--- src/rtl/fifo_pkg.sv ---
// Shared constants and types for the async FIFO write-domain blocks.
package fifo_pkg;

    localparam int unsigned DefDsize = 32;
    localparam int unsigned DefAsize = 4;
    localparam int unsigned DefLvlW  = DefAsize + 1;

    typedef enum logic [1:0] {
        StEmpty,
        StOne,
        StTwo
    } ingress_state_e;

    // Occupancy needs one bit beyond the address so that a full FIFO reads as 2**asize.
    function automatic int unsigned lvl_width(input int unsigned asize);
        return asize + 1;
    endfunction

endpackage

--- src/rtl/fifo_skid_buf.sv ---
// Two-entry skid buffer: main register feeds the output, skid catches one extra word.
module fifo_skid_buf
    import fifo_pkg::*;
#(
    parameter int unsigned DSIZE = DefDsize
) (
    input  logic             clk_i,
    input  logic             rst_ni,
    input  logic             in_valid_i,
    input  logic [DSIZE-1:0] in_data_i,
    output logic             in_ready_o,
    output logic             out_valid_o,
    output logic [DSIZE-1:0] out_data_o,
    input  logic             out_pop_i
);

    ingress_state_e   state_q;
    logic [DSIZE-1:0] main_q;
    logic [DSIZE-1:0] skid_q;
    logic             ready_q;
    logic             accept;
    logic             pop;

    assign accept = in_valid_i & ready_q;
    assign pop    = out_pop_i & (state_q != StEmpty);

    // ready_q tracks "next state is not StTwo" so s_ready has no path from s_valid or wfull.
    always_ff @(posedge clk_i or negedge rst_ni) begin
        if (!rst_ni) begin
            state_q <= StEmpty;
            main_q  <= '0;
            skid_q  <= '0;
            ready_q <= 1'b0;
        end else begin
            ready_q <= 1'b1;
            unique case (state_q)
                StEmpty: begin
                    if (accept) begin
                        state_q <= StOne;
                        main_q  <= in_data_i;
                    end
                end
                StOne: begin
                    if (accept && pop) begin
                        main_q <= in_data_i;
                    end else if (accept) begin
                        state_q <= StTwo;
                        skid_q  <= in_data_i;
                        ready_q <= 1'b0;
                    end else if (pop) begin
                        state_q <= StEmpty;
                    end
                end
                StTwo: begin
                    if (pop) begin
                        state_q <= StOne;
                        main_q  <= skid_q;
                    end else begin
                        ready_q <= 1'b0;
                    end
                end
                default: begin
                    state_q <= StEmpty;
                end
            endcase
        end
    end

    assign in_ready_o  = ready_q;
    assign out_valid_o = (state_q != StEmpty);
    assign out_data_o  = main_q;

endmodule

--- src/rtl/fifo_wr_ingress.sv ---
// Write-domain front end: skid-buffers producer words, issues writes, tracks fill level.
module fifo_wr_ingress
    import fifo_pkg::*;
#(
    parameter int unsigned DSIZE        = DefDsize,
    parameter int unsigned ASIZE        = DefAsize,
    parameter int unsigned AFULL_THRESH = 12
) (
    input  logic             wclk,
    input  logic             wrst_n,
    input  logic             s_valid_i,
    input  logic [DSIZE-1:0] s_data_i,
    output logic             s_ready_o,
    output logic             w_en_o,
    output logic [DSIZE-1:0] wdata_o,
    input  logic             wfull_i,
    input  logic [ASIZE:0]   wptr_i,
    input  logic [ASIZE:0]   wsync_rptr_i,
    output logic [ASIZE:0]   wlevel_o,
    output logic             walmost_full_o,
    output logic [15:0]      wr_count_o
);

    localparam int unsigned LvlW = lvl_width(ASIZE);
    localparam logic [LvlW-1:0] AfullThresh = LvlW'(AFULL_THRESH);

    logic            out_valid;
    logic            w_en;
    logic [LvlW-1:0] diff;
    logic [LvlW-1:0] wlevel_q;
    logic            walmost_full_q;
    logic [15:0]     wr_count_q;

    fifo_skid_buf #(
        .DSIZE(DSIZE)
    ) u_skid (
        .clk_i      (wclk),
        .rst_ni     (wrst_n),
        .in_valid_i (s_valid_i),
        .in_data_i  (s_data_i),
        .in_ready_o (s_ready_o),
        .out_valid_o(out_valid),
        .out_data_o (wdata_o),
        .out_pop_i  (w_en)
    );

    assign w_en = out_valid & ~wfull_i;

    // Modular subtraction handles wrap across the pointer MSB.
    assign diff = wptr_i - wsync_rptr_i;

    always_ff @(posedge wclk or negedge wrst_n) begin
        if (!wrst_n) begin
            wlevel_q       <= '0;
            walmost_full_q <= 1'b0;
            wr_count_q     <= '0;
        end else begin
            wlevel_q       <= diff;
            walmost_full_q <= (diff >= AfullThresh);
            if (w_en) begin
                wr_count_q <= wr_count_q + 16'd1;
            end
        end
    end

    assign w_en_o         = w_en;
    assign wlevel_o       = wlevel_q;
    assign walmost_full_o = walmost_full_q;
    assign wr_count_o     = wr_count_q;

endmodule

--- config.mk ---
export PLATFORM = sky130hd
export DESIGN_NAME = fifo_wr_ingress
export DESIGN_NICKNAME = d
export VERILOG_FILES = /design/src/rtl/fifo_pkg.sv /design/src/rtl/fifo_skid_buf.sv /design/src/rtl/fifo_wr_ingress.sv
export SDC_FILE = /design/constraint.sdc
export NUM_CORES = 1
export LEC_CHECK = 0
export BUFFER_PORTS_ARGS = -buffer_cell sky130_fd_sc_hd__clkbuf_2
export CAP_MARGIN = 10
export CORE_MARGIN = 10
export CORE_UTILIZATION = 25
export CTS_CLUSTER_DIAMETER = 30
export DETAILED_ROUTE_END_ITERATION = 16
export REMOVE_ABC_BUFFERS = 1
export SLEW_MARGIN = 20
export SYNTH_ARGS = -nofsm -noshare
export SYNTH_HDL_FRONTEND = slang
export SYNTH_SLANG_ARGS = --single-unit
--- constraint.sdc ---
create_clock -name wclk -period 3.6 [get_ports wclk]
set_clock_uncertainty 0.2 [all_clocks]
set_input_delay 0 -clock wclk [delete_from_list [all_inputs] [get_ports wclk]]
set_output_delay 0 -clock wclk [all_outputs]
set_load 0.01 [all_outputs]
==> impl_metrics.toml, run 1 <==
[outcome]
outcome = "complete, no violations"

[synth]
postSynthAreaPerCell_um2 = 14.23
synth-main-ff-cell = "dfrtp_1"
yosysWarnings = 0
yosysSeqAreaShare_pct = 54.15
yosys.cell_types.count = 41
synth_edf_count = 0
synthesis.area_um2 = 4113
synth_cells = 289
synthArstFlopShare_pct = 100.0
synth-seq-cells = 89

[critical_path]
critPathLaunchType = "flip-flop"
cp_slowest_cell = "buf_4"
path_cells = "inv_1 > ha_1 > nor2_2 > nand2_1 > a211oi_4 > buf_4 > mux2_2"
crit_arrival_ns = 2.84
cp.required_ns = 3.63
crit_fanout = 32
endpoint_kind = "flip-flop"
critical_path.max_stage_delay_ns = 0.46
path_delay_family = "simple AND/OR/NAND/NOR gates"
cp_num_buf_inv = 2
crit_type = "reg -> reg"

[sta]
slew_violations = 0
period_share_pct = 78.10
hold_viol_final = 0
fin_crit_ns = 2.812
fin_ws_ns = 0.7883
tightestPinTransition_ns = 0.9188
fin_setup_tns_ns = 0
setup_violations = 0
rsz0062_at_grt = "no"
fmax_mhz = 355.7
maxSlewHeadroom_pct = 38.53

[clocking]
clk_path_buf_depth = 2
root_buffer = "clkbuf_16"
cts_buffers = 9
clkSinkCount = 89
htreeDepth = 3
clkSlewWorstSetupHoldPaths_ns = 0.07
clock_latency_ns = 0.34
cts_tree = "done"

[global_routing]
grt_usage_pct = 9.426
grt_pass1_vias = 3200
use_met3_pct = 4.915
antenna_found_initial = 0
grt_max_degree = 80
met1_usage_pct = 10.50
grt_pass1_wl_um = 16640
grt.busiest_layer = "met2"
grt_overflow = 0
grt_use_met2_pct = 14.90

[power_and_ir_drop]
p_leak_nw = 2.565
irDropWorstVdd_mv = 0.4537
p_per_area_nw_per_um2 = 783.9

[place]
port_buffers = 101
gp_congestion = 0.7834
dp_hpwl_um = 6742
place_area_um2 = 4816
post-place-ws_ns = 0.7869
dp_cells = 598

[final_layout]
fill_cells = 1627
fin_area_um2 = 5602
syn2layout_area_growth_pct = 36.20
fin_cells = 661
diodes = 0
nNetsFinal = 496
drive_gt1_share_pct = 50.79

[min_path]
hold_class = "in -> async"

[detailed_routing]
drc = 0
dr_total_vias = 2859
post_drt_wl_per_cell_um = 15.18
vias_per_cell = 4.325
drt-pass1-iter-count = 4
routed_wl_um = 10030
drtIter0Drc = 66
postRouteAntennaNets = 0

[die]
die_area_um2 = 21980
rows = 46
initial_core_util_pct = 25.70
coreArea_um2 = 16000
chipHeight_um = 148.3
pin_count = 102
die_w_um = 148.3

[run]
maxCapViolCount = 0
-- report_power, final --
part | internal [mW] | switching [mW] | total [mW]
Clock | 0.566 | 0.421 | 0.987
Combinational | 0.915 | 0.778 | 1.69
Sequential | 1.44 | 0.267 | 1.71
-- path summary, 6_finish.rpt --
check / startpoint / to / slack [ns] / cells past startpoint
min in group wclk: wsync_rptr_i[2] / wlevel_o[3] / 0.05 / 5
hold / removal: wrst_n / u_skid.skid_q[22] / 0.03 / 2
hold reg to reg: wr_count_o[15] / wr_count_o[15] / 0.27 / 1
max in group asynchronous: wrst_n / wr_count_o[13] / 2.43 / 3
setup reg to reg: u_skid.state_q[0] / u_skid.out_data_o[1] / 0.79 / 7
setup / recovery: u_skid.state_q[0] / u_skid.out_data_o[1] / 0.79 / 7
-- synth_stat cells, types with 2 or more instances --
master / instances / share of area [%]
a21oi_1: 4 / 0.49
and2_1: 2 / 0.30
buf_6: 5 / 1.4
clkbuf_1: 2 / 0.18
clkbuf_8: 2 / 0.67
dfrtp_1: 89 / 54
ha_1: 9 / 2.7
inv_1: 9 / 0.82
mux2_1: 4 / 1.1
mux2_2: 92 / 25
nand2_1: 8 / 0.73
nand3_1: 3 / 0.36
nand4_1: 8 / 1.2
nor2_1: 4 / 0.36
nor3_1: 4 / 0.49
o21ai_0: 2 / 0.24
o21ai_2: 2 / 0.43
xnor2_1: 10 / 2.1
xor2_1: 8 / 1.7
-- sequential cells by signal (all words and copies together) (netlist names) --
register and cells:
u_skid.out_data_o 32, u_skid.skid_q 32, wlevel_o 5, walmost_full_o 1, u_skid.in_ready_o 1, u_skid.state_q 2, wr_count_o 16
-- metrics by stage --
stage	util, %	power (mW)	hold slack (ns)
after floorplan	-	2.790	-0.4956
after global placement	30.10	3.323	0.03276
after detailed placement	30.10	3.408	0.04807
after CTS	34.99	4.466	0.01448
after global routing	35.01	4.696	0.09340
final	35.01	4.391	0.03444
-- placed cells by master (no fill, tap or decap), types with 2 or more instances in the layout --
cell,netlist,final
clkbuf_2,0,100
mux2_2,92,92
dfrtp_1,89,89
dlygate4sd3_1,0,47
xnor2_1,10,10
inv_1,9,9
clkbuf_16,0,9
xor2_1,8,8
nand2_1,8,8
nand4_1,8,8
ha_1,9,8
a21oi_1,4,4
mux2_1,4,4
nor3_1,4,4
nor2_1,4,4
nand3_1,3,3
inv_6,0,3
buf_4,0,3
o21ai_0,2,2
and2_1,2,2
o21ai_2,2,2
-- kinds of logic (layout without fill, tap and decap cells) --
| group | after synthesis | after routing | synth area share [%] |
|---|---|---|---|
| mux | 98 | 98 | 26.89 |
| flops | 89 | 89 | 54.15 |
| simple gates | 40 | 40 | 6.054 |
| buf+inv | 20 | 176 | 3.255 |
| xor+xnor | 18 | 18 | 3.833 |
| compound gates | 14 | 14 | 2.586 |
| fa+ha+maj | 10 | 10 | 3.225 |
-- layout make-up --
cell class	instances	area [µm²]	area share (%)
clock buffers	10	239.0	4.266
repair buffers	151	1005	17.94
flip-flops and latches	89	2227	39.76
well taps	216	270.3	4.825
multi-input cells	180	1754	31.32
inverters	9	33.78	0.6031
clock inverters	6	72.57	1.296
-- routing by layer --
metal | routed length, µm | up-vias
li1 | - | 1322
met1 | 4106 | 1430
met2 | 4827 | 94
met3 | 944 | 13
met4 | 153 | 0
met5 | 0 | -
-- what timing repair did --
| item | CTS | global route |
|---|---|---|
| setup buffers | 0 | 0 |
| hold buffers | 47 | 0 |
| endpoints found under the hold margin | 155 | 0 |
| gates resized for setup | 0 | 0 |
No activity file was read; power rests on OpenSTA's default activity.
==> run 2: changes to the inputs <==
==> constraint.sdc (replaced) <==
create_clock -name wclk -period 2.29 [get_ports wclk]
set_clock_uncertainty 0.2 [all_clocks]
set_input_delay 0 -clock wclk [delete_from_list [all_inputs] [get_ports wclk]]
set_output_delay 0 -clock wclk [all_outputs]
set_load 0.01 [all_outputs]
==> impl_metrics.toml, run 2 (synthesis results as in run 1) <==
[outcome]
outcome = "complete, no violations"

[min_path]
holdPathStages = 5
hold_class = "in -> reg"
min_to = "wlevel_o[3]"
min_from = "wsync_rptr_i[2]"

[critical_path]
crit_arrival_ns = 2.24
startpoint = "wptr_i[2]"
endpoint_kind = "flip-flop"
reg2reg_from = "u_skid.state_q[0]"
crit_fanout = 3
cp.required_ns = 2.31
regToRegSetupSlack_ns = 0.09
crit_type = "in -> reg"
r2r-end = "u_skid.out_data_o[9]"
rr_worst_depth = 8
critPathLaunchType = "input port"

[power_and_ir_drop]
total_power_mw = 7.263
p_leak_nw = 2.660
irDropWorstVdd_mv = 0.5476
p_per_area_nw_per_um2 = 1254

[detailed_routing]
routed_wl_um = 10250
dr_total_vias = 2837
drc = 0
drtIter0Drc = 75
vias_per_cell = 4.222
drt-pass1-iter-count = 4
postRouteAntennaNets = 0
post_drt_wl_per_cell_um = 15.25

[sta]
maxSlewHeadroom_pct = 79.94
holdWs_ns = 0.05867
fmax_mhz = 449.4
setup_violations = 0
fin_crit_ns = 2.225
period_share_pct = 97.17
slew_violations = 0
hold_viol_final = 0
tightestPinTransition_ns = 0.3010

[global_routing]
grt_overflow = 0
grt_pass1_vias = 3248
grt_max_degree = 44
antenna_found_initial = 0
grt_usage_pct = 9.293
grt_pass1_wl_um = 16420

[final_layout]
final_common_cell = "clkbuf_2"
drive_gt1_share_pct = 51.75
nNetsFinal = 508
diodes = 0
fin_area_um2 = 5789
syn2layout_area_growth_pct = 40.77
layout_common_cells = "clkbuf_2 (100), mux2_2 (92), dfrtp_1 (89), dlygate4sd3_1 (48)"

[clocking]
cts_buffers = 9
cts_tree = "done"
clkSinkCount = 89
root_buffer = "clkbuf_16"
clock_latency_ns = 0.34
htreeDepth = 3
clkSlewWorstSetupHoldPaths_ns = 0.06
clk_path_buf_depth = 2

[place]
port_buffers = 101
place_area_um2 = 4931
gp_congestion = 0.7577
dp_hpwl_um = 7119

[die]
chipHeight_um = 148.3
rows = 46
die_w_um = 148.3
coreArea_um2 = 16000
initial_core_util_pct = 25.70
pin_count = 102
die_area_um2 = 21980

[run]
maxCapViolCount = 0
run 2: how the worst max path moves through the flow:
stage / to / slack (ns) / cells after the start
floorplan: u_skid.out_data_o[0] / -0.68 / 6
global placement: u_skid.out_data_o[28] / 0.11 / 7
detailed placement: u_skid.out_data_o[28] / 0.04 / 7
CTS: u_skid.out_data_o[29] / 0.02 / 7
global route: u_skid.out_data_o[23] / -0.02 / 8
finish: wlevel_o[2] / 0.06 / 6
run 2: critical path, stage by stage:
cell and delay (ns):
dlygate4sd3_1 0.53, clkbuf_2 0.11, ha_1 0.31, dlygate4sd3_1 0.58, xor2_1 0.16, dlygate4sd3_1 0.55
run 2: per-layer routing:
| layer | up-vias | GRT usage [%] | wire length (µm) |
|---|---|---|---|
| li1 | 1341 | - | - |
| met1 | 1409 | 10.45 | 4506 |
| met2 | 78 | 15.10 | 4739 |
| met3 | 9 | 4.824 | 907 |
| met4 | 0 | 2.577 | 95 |
| met5 | - | 0 | 0 |
run 2: repair_timing:
item / CTS / global route
gates resized for setup: 0 / 2
setup endpoints to repair: 0 / 33
endpoints found under the hold margin: 163 / 0
setup buffers: 0 / 2
hold buffers: 49 / 0
run 2: report_power, final:
| group | internal (mW) | switching, mW |
|---|---|---|
| Clock | 0.979 | 0.591 |
| Sequential | 2.27 | 0.427 |
| Combinational | 1.69 | 1.30 |
| Total | 4.94 | 2.32 |
run 2: area by class of cell:
class,instances,area [µm²]
clock buffer,12,246.5
clock inverter,3,65.06
fill,1612,10210
inverter,9,33.78
multi-input combinational,180,1760
sequential,89,2227
tap,216,270.3
timing repair buffer,163,1186
run 2: metrics by stage:
step / worst slack (ns) / setup TNS [ns] / instances / utilization, %
6_report: 0.06491 / 0 / 672 / 36.18
3_5_place_dp: 0.04336 / 0 / 605 / 30.82
2_1_floorplan: -0.6765 / -21.52 / 278 / -
5_1_grt: -0.01766 / -0.1573 / 672 / 36.18
4_1_cts: 0.02433 / 0 / 669 / 35.89
3_3_place_gp: 0.1123 / 0 / 605 / 30.82
